===== src/rtl/secure_router_deser_pkg.sv =====
// Shared constants for the secure router per-port serial receiver:
// FSM state encodings, error codes and the default decryption key.
package secure_router_deser_pkg;

  localparam int DEFAULT_DATA_W = 4;
  localparam int DEFAULT_GAP_MAX = 8;
  localparam logic [DEFAULT_DATA_W-1:0] DEFAULT_KEY = 4'b1010;

  typedef enum logic {
    ST_IDLE = 1'b0,
    ST_RECV = 1'b1
  } state_e;

  typedef enum logic [1:0] {
    ERR_NONE    = 2'b00,
    ERR_PARITY  = 2'b01,
    ERR_TIMEOUT = 2'b10
  } err_e;

endpackage


===== src/rtl/secure_router_deser_if.sv =====
// Serial-in / parallel-out bundle between a router port and its receiver.
// master drives the strobed serial stream, slave is the deserialiser.
interface secure_router_deser_if #(
  parameter int DATA_W = 4
);

  logic              data_in;
  logic              strobe_in;
  logic [DATA_W-1:0] data_out;
  logic              valid_out;
  logic              err_out;
  logic [1:0]        err_type;
  logic [7:0]        frame_cnt;
  logic              busy;

  modport master (
    output data_in, strobe_in,
    input  data_out, valid_out, err_out, err_type, frame_cnt, busy
  );

  modport slave (
    input  data_in, strobe_in,
    output data_out, valid_out, err_out, err_type, frame_cnt, busy
  );

endinterface


===== src/rtl/secure_router_deser.sv =====
// Per-port receiver: collects an MSB-first strobed frame plus even parity bit,
// decrypts good frames by XOR with KEY, and flags parity or gap-timeout errors.
module secure_router_deser
  import secure_router_deser_pkg::*;
#(
  parameter int                DATA_W  = DEFAULT_DATA_W,
  parameter logic [DATA_W-1:0] KEY     = DEFAULT_KEY,
  parameter int                GAP_MAX = DEFAULT_GAP_MAX
) (
  input logic                  clk,
  input logic                  rst,
  secure_router_deser_if.slave bus
);

  localparam int CNT_W = $clog2(DATA_W + 1);
  localparam int GAP_W = $clog2(GAP_MAX + 1);

  state_e            state_q, state_d;
  logic [DATA_W-1:0] shift_q, shift_d;
  logic [CNT_W-1:0]  bit_cnt_q, bit_cnt_d;
  logic [GAP_W-1:0]  gap_cnt_q, gap_cnt_d;
  logic [DATA_W-1:0] data_q, data_d;
  logic              valid_q, valid_d;
  logic              err_q, err_d;
  err_e              err_type_q, err_type_d;
  logic [7:0]        frame_cnt_q, frame_cnt_d;

  always_ff @(posedge clk) begin
    if (rst) begin
      state_q     <= ST_IDLE;
      shift_q     <= '0;
      bit_cnt_q   <= '0;
      gap_cnt_q   <= '0;
      data_q      <= '0;
      valid_q     <= 1'b0;
      err_q       <= 1'b0;
      err_type_q  <= ERR_NONE;
      frame_cnt_q <= '0;
    end else begin
      state_q     <= state_d;
      shift_q     <= shift_d;
      bit_cnt_q   <= bit_cnt_d;
      gap_cnt_q   <= gap_cnt_d;
      data_q      <= data_d;
      valid_q     <= valid_d;
      err_q       <= err_d;
      err_type_q  <= err_type_d;
      frame_cnt_q <= frame_cnt_d;
    end
  end

  always_comb begin
    state_d     = state_q;
    shift_d     = shift_q;
    bit_cnt_d   = bit_cnt_q;
    gap_cnt_d   = gap_cnt_q;
    data_d      = data_q;
    valid_d     = 1'b0;
    err_d       = 1'b0;
    err_type_d  = err_type_q;
    frame_cnt_d = frame_cnt_q;

    case (state_q)
      ST_IDLE: begin
        if (bus.strobe_in) begin
          shift_d   = {shift_q[DATA_W-2:0], bus.data_in};
          bit_cnt_d = CNT_W'(1);
          gap_cnt_d = '0;
          state_d   = ST_RECV;
        end
      end
      ST_RECV: begin
        if (bus.strobe_in) begin
          gap_cnt_d = '0;
          // The (DATA_W+1)th strobed bit is parity over the ciphertext.
          if (bit_cnt_q == CNT_W'(DATA_W)) begin
            state_d = ST_IDLE;
            if ((^shift_q ^ bus.data_in) == 1'b0) begin
              data_d      = shift_q ^ KEY;
              valid_d     = 1'b1;
              frame_cnt_d = frame_cnt_q + 8'd1;
            end else begin
              err_d      = 1'b1;
              err_type_d = ERR_PARITY;
            end
          end else begin
            shift_d   = {shift_q[DATA_W-2:0], bus.data_in};
            bit_cnt_d = bit_cnt_q + CNT_W'(1);
          end
        end else if (gap_cnt_q == GAP_W'(GAP_MAX - 1)) begin
          err_d      = 1'b1;
          err_type_d = ERR_TIMEOUT;
          state_d    = ST_IDLE;
        end else begin
          gap_cnt_d = gap_cnt_q + GAP_W'(1);
        end
      end
      default: state_d = ST_IDLE;
    endcase
  end

  assign bus.data_out  = data_q;
  assign bus.valid_out = valid_q;
  assign bus.err_out   = err_q;
  assign bus.err_type  = err_type_q;
  assign bus.frame_cnt = frame_cnt_q;
  assign bus.busy      = (state_q == ST_RECV);

endmodule


===== src/flat_wrapper.sv =====
// flat-port wrapper written by rule: the top's interface ports become plain ports
module secure_router_deser_flat import secure_router_deser_pkg::*;
#(
  parameter int                DATA_W  = DEFAULT_DATA_W,
  parameter logic [DATA_W-1:0] KEY     = DEFAULT_KEY,
  parameter int                GAP_MAX = DEFAULT_GAP_MAX
)
  (clk, rst, bus_data_in, bus_strobe_in, bus_data_out, bus_valid_out, bus_err_out, bus_err_type, bus_frame_cnt, bus_busy);
  secure_router_deser_if #(.DATA_W(DATA_W)) bus_i ();
  input logic clk;
  input logic rst;
  input wire logic [$bits(bus_i.data_in)-1:0] bus_data_in;
  input wire logic [$bits(bus_i.strobe_in)-1:0] bus_strobe_in;
  output wire logic [$bits(bus_i.data_out)-1:0] bus_data_out;
  output wire logic [$bits(bus_i.valid_out)-1:0] bus_valid_out;
  output wire logic [$bits(bus_i.err_out)-1:0] bus_err_out;
  output wire logic [$bits(bus_i.err_type)-1:0] bus_err_type;
  output wire logic [$bits(bus_i.frame_cnt)-1:0] bus_frame_cnt;
  output wire logic [$bits(bus_i.busy)-1:0] bus_busy;
  assign bus_i.data_in = bus_data_in;
  assign bus_i.strobe_in = bus_strobe_in;
  assign bus_data_out = bus_i.data_out;
  assign bus_valid_out = bus_i.valid_out;
  assign bus_err_out = bus_i.err_out;
  assign bus_err_type = bus_i.err_type;
  assign bus_frame_cnt = bus_i.frame_cnt;
  assign bus_busy = bus_i.busy;
  secure_router_deser #(.DATA_W(DATA_W), .KEY(KEY), .GAP_MAX(GAP_MAX)) u_core (.clk(clk), .rst(rst), .bus(bus_i));
endmodule

===== config.mk =====
export PLATFORM = sky130hd
export DESIGN_NAME = secure_router_deser_flat
export DESIGN_NICKNAME = d
export VERILOG_FILES = /design/src/rtl/secure_router_deser_pkg.sv /design/src/rtl/secure_router_deser_if.sv /design/src/rtl/secure_router_deser.sv /design/src/flat_wrapper.sv
export SDC_FILE = /design/constraint.sdc
export NUM_CORES = 1
export LEC_CHECK = 0
export BUFFER_PORTS_ARGS = -buffer_cell sky130_fd_sc_hd__clkbuf_2
export CORE_MARGIN = 1
export CORE_UTILIZATION = 58
export CTS_CLUSTER_DIAMETER = 120
export DETAILED_ROUTE_END_ITERATION = 10
export HOLD_SLACK_MARGIN = 0.08
export PLACE_DENSITY = 0.83
export SYNTH_ARGS = -nofsm -noshare
export SYNTH_HDL_FRONTEND = slang
export SYNTH_SLANG_ARGS = --single-unit

===== constraint.sdc =====
create_clock -name clk -period 3.6 [get_ports clk]
set_clock_uncertainty 0.2 [all_clocks]
set_input_delay 0.18 -clock clk [delete_from_list [all_inputs] [get_ports clk]]
set_output_delay 0.18 -clock clk [all_outputs]
set_load 0.02 [all_outputs]

Word level (Yosys, flattened, before mapping) --
Cells that the tools add are included.
Storage, ports and cells: logic and storage cells 60, input bits 4, register bits 28, output and inout port bits 17
Operators by class: equality and inequality tests 8, muxes and demuxes 26, reduce and logical (&&, ||, !) cells 8, add/sub/neg operators 3, bitwise operators 6
Operators by type and width (number):
- $mux W4 | 6
- $pmux W4 S2 | 2
- $mux W1 | 9
- $mux W3 | 3
- $add A8 B1 Y8 const B | 1
- $mux W2 | 4
- $reduce_and A4 Y1 | 2
- $ne A2 B2 Y1 const B | 3
- $pmux W3 S2 | 1
- $add A4 B1 Y4 const B | 1
- $eq A4 B3 Y1 const B | 1
- $ne A2 B1 Y1 const B | 2
- $not A1 Y1 | 4
- $reduce_or A4 Y1 | 1
- $reduce_xor A4 Y1 | 1
- $add A3 B1 Y3 const B | 1
- $eq A3 B3 Y1 const B | 1
- $ne A3 B3 Y1 const B | 1
- $reduce_and A3 Y1 | 1
- $not A2 Y2 | 1
- $pmux W1 S2 | 1
- $reduce_and A2 Y1 | 1
- $reduce_bool A2 Y1 | 1
- $reduce_or A2 Y1 | 1
- $xor A1 B1 Y1 | 1

Logic depth before layout (Yosys ltp) --
word-level depth 5, depth in mapped cells 6, depth with buffers taken out 6

Least setup slack after synthesis --
No wires, ideal clock.
path type reg2reg, from reg u_core.state_q (netlist: u_core.bus.busy), to reg u_core.frame_cnt_q[5] (netlist: u_core.bus.frame_cnt[5]), required time 3.329 ns, buffers on the path 1, cell stages (with the launch flop) 6, path slack 1.696 ns, period minus slack after synthesis 1.904 ns, arrival 1.634 ns, setup time 0.071 ns, cells stage by stage dfxtp_1 > buf_2 > and4_1 > nand3_1 > or4_1 > a21oi_1
On the way: longest elaborated chain between the ends 1
RTL lines:
- start: declaration | line secure_router_deser.sv:18 | state_e state_q, state_d;
- start signal: assignment | line secure_router_deser.sv:40 | state_q <= state_d;
- $reduce_and A4 Y1 (no line)
- end signal: assignment | line secure_router_deser.sv:48 | frame_cnt_q <= frame_cnt_d;
- end: declaration | line secure_router_deser.sv:26 | logic [7:0] frame_cnt_q, frame_cnt_d;
No other way between the ends. A chain may end at the register's enable or synchronous reset.

Worst setup path in the final report --
from in bus_data_in, to reg u_core.data_q[3] (netlist: u_core.bus.data_out[3])
On the way: longest elaborated chain between the ends 3
RTL lines:
- start: declaration | line flat_wrapper.sv:12 | input wire logic [$bits(bus_i.data_in)-1:0] bus_data_in;
- $xor A1 B1 Y1 | line secure_router_deser.sv:78 | if ((^shift_q ^ bus.data_in) == 1'b0) begin
- $not A1 Y1 (no line)
- $reduce_and A4 Y1 (no line)
- end signal: assignment | line secure_router_deser.sv:44 | data_q <= data_d;
- end: declaration | line secure_router_deser.sv:22 | logic [DATA_W-1:0] data_q, data_d;
No other way between the ends.

==> qor.yml <==
cts:
  post_cts_resized: 0
  hold_buffers: 2
  clock_latency_ns: 0.32
  cts_tree: "yes"
  cts.sinks: 28
  htreeDepth: 1
  cts_buffers: 3
  cts_root_buffer: "clkbuf_4"
  clk_pin_slew_ns: 0.14
  clockBufferDepth: 2
  post_cts_buffers: 0
critical_path:
  path_cells: "dlygate4sd3_1 -> clkbuf_2 -> xnor3_2 -> xnor2_2 -> nor2_2 -> mux2_2"
  critPathMaxStageDelay_ns: 0.53
  path_buf_inv: 2
  crit_path_end_kind: "flip-flop"
  crit_family: "XOR/XNOR gates"
  critical_path_class: "input pin to flip-flop"
  slowest_stage: "dlygate4sd3_1"
  worstPathMaxFanout: 16
  startpoint_type: "input pin"
  crit_arrival_ns: 2.26
  crit_required_ns: 3.63
route:
  dr.pass1.iters: 4
  ant_nets: 0
  drc: 0
  drtIter0Drc: 18
  wl_per_cell_um: 12.7
  wl_um: 2360
  vias: 1049
  via_per_inst: 5.64
placement:
  post-dp-hpwl_um: 1750
  dp_slack_ns: 1.44
  dp_cells: 181
  portBuffers: 20
  routabilityCongestion: 0.788
finish:
  multi_input_area_um2: 662
  layout-drive-gt1-share_pct: 18.9
  final_nets: 169
  regArea_um2: 561
  final_core_util_pct: 70.8
  area_growth_pct: 11.5
  layout.cells.non_filler: 186
  antenna_cells: 0
  fillCellCount: 169
timing:
  finalSetupTns_ns: 0
  fmax_ghz: 0.448
  setup_viol_count_final: 0
  min_period_ns: 2.23
  relSlewSlack_pct: 55.9
  finalMaxSlewViolations: 0
  setup_ws_ns: 1.37
  rsz0062_at_grt: "no"
  worstMarginPinSlew_ns: 0.658
  hold_viol: 0
  finalCritPeriodShare_pct: 62.0
yosys:
  yosysSeqAreaShare_pct: 44.1
  synth_flop_cell: "dfxtp_1"
  syn_nets: 149
  synth_top_area_share_pct: 44.1
  synthCells: 141
  syn_avg_cell_area_um2: 9.02
  async_flop_share_pct: 0
  synth_top_cell_by_area: "dfxtp_1"
  synth.area.top_cells: "dfxtp_1 (44%), a21oi_1 (5.5%), nand2_1 (4.1%)"
  synth_edf_count: 0
  synth_cell_type_count: 29
  yosysWarnings: 0
  synth-seq-cells: 28
  syn-cell-area_mm2: 0.00127
floorplan:
  start_util_pct: 63.5
  fp.coreArea_mm2: 0.00200
  io_pins: 21
  die_y_um: 48.8
  die_w_um: 48.8
  rows: 16
  dieArea_mm2: 0.00238
global_route:
  grt.overflow.total: 0
  groute.usage.overall_pct: 22.1
  antenna_found_initial: 0
  grt_pass1_vias: 979
  grt_pass1_wl_um: 4100
  grt_max_degree: 36
outcome:
  status: "completed"
power_and_ir_drop:
  vdd.ir_drop.worst_mv: 0.265
  p_per_area_mw_per_mm2: 339
  power.switching_mw: 0.113
  total_power_mw: 0.480
  leakage_nw: 0.542
  combPwrFrac_pct: 8.2
  swShare_pct: 23.5
  internal_power_mw: 0.368
  p_seq_share_pct: 66.3
  p_clk_share_pct: 25.5
flow_run:
  drv_cap: 0
min_path:
  hp-class: "input pin to flip-flop"
## cells in the mapped netlist, types with 5 or more instances
cell and n:
a21oi_1 14, dfxtp_1 28, inv_1 5, mux2i_1 5, nand2_1 14, nand2b_1 7, nand3_1 7, nor3_1 7
o31ai_1 5, or4_1 5
## flip-flops by register name, summed over array words and instances (netlist names)
| signal | cells |
|---|---|
| u_core.bus.valid_out | 1 |
| u_core.bit_cnt_q | 3 |
| u_core.bus.err_out | 1 |
| u_core.bus.frame_cnt | 8 |
| u_core.bus.data_out | 4 |
| u_core.shift_q | 4 |
| u_core.bus.busy | 1 |
| u_core.bus.err_type | 2 |
| u_core.gap_cnt_q | 4 |
## final cells by class
| type | count | share of cell area (%) |
|---|---|---|
| clock buffer | 3 | 1.59 |
| inverter | 5 | 1.32 |
| multi-input combinational | 101 | 46.7 |
| sequential | 28 | 39.5 |
| tap | 27 | 2.38 |
| timing repair buffer | 22 | 8.47 |
## cells by family (layout without fill, tap and decap cells)
| group | Yosys count | count (layout) | share of synthesized area, % |
|---|---|---|---|
| adders and majority gates | 4 | 4 | 3.94 |
| and+or+nand+nor | 59 | 59 | 24.9 |
| xor gates and xnor gates | 4 | 4 | 4.53 |
| buffers and inverters | 12 | 30 | 3.84 |
| muxes | 8 | 8 | 6.59 |
| AOI/OAI and AO/OA | 26 | 26 | 12.1 |
| DFF | 28 | 28 | 44.1 |
## per-stage QoR
stage,hold WS (ns),instance area (µm²)
6_report,0.243,1420
3_5_place_dp,0.260,1380
2_1_floorplan,0.127,1270
3_3_place_gp,0.256,1380
5_1_grt,0.287,1420
4_1_cts,0.227,1420
## final timing paths
path,startpoint,slack [ns],cells after the start,to
min,rst,0.24,2,u_core.bus.frame_cnt[3]
max reg2reg,u_core.shift_q[0],1.41,4,u_core.bus.data_out[3]
min reg2reg,u_core.bus.data_out[2],0.29,2,u_core.bus.data_out[2]
max,bus_data_in,1.37,6,u_core.bus.data_out[3]
## worst reg2reg max path, stage by stage (launching register included)
cell and delay (ns):
dfxtp_1 0.39, xnor3_2 0.45, xnor2_2 0.53, nor2_2 0.20, mux2_2 0.32
## per-layer routing
| layer | wire, µm | part of all wire, % | GRT usage [%] |
|---|---|---|---|
| met1 | 1080 | 46 | 25.6 |
| met2 | 1190 | 50 | 40.7 |
| met3 | 78 | 3.3 | 3.12 |
| met4 | 15 | 0.63 | 8.82 |
| met5 | 0 | 0 | 0 |
## power by group through the flow
stage,Combinational [mW],Clock (mW),Sequential (mW)
after floorplan,0.0320,0,0.324
after global placement,0.0362,0,0.325
after detailed placement,0.0374,0,0.326
after CTS,0.0392,0.128,0.319
after global routing,0.0435,0.136,0.319
final,0.0392,0.123,0.319
## cells in the final DEF, fill, tap and decap left out, types with 2 or more instances in the layout
| cell | netlist | layout |
|---|---|---|
| a211oi_1 | 3 | 3 |
| xor2_1 | 2 | 2 |
| dfxtp_1 | 28 | 28 |
| nor3_1 | 7 | 7 |
| clkbuf_2 | 0 | 20 |
| inv_1 | 5 | 5 |
| nor2_1 | 4 | 4 |
| or4_1 | 5 | 5 |
| o21ai_0 | 3 | 3 |
| mux2_2 | 3 | 3 |
| a21oi_1 | 14 | 14 |
| o31ai_1 | 5 | 5 |
| mux2i_1 | 5 | 5 |
| nand2b_1 | 7 | 7 |
| clkbuf_4 | 0 | 3 |
| nand2_1 | 14 | 14 |
| nand3_1 | 7 | 7 |
| nor2b_1 | 4 | 4 |
| nand4_1 | 4 | 4 |
| ha_1 | 4 | 4 |
| dlygate4sd3_1 | 0 | 2 |
| or3_1 | 3 | 3 |
(Power assumes the default switching activity.)
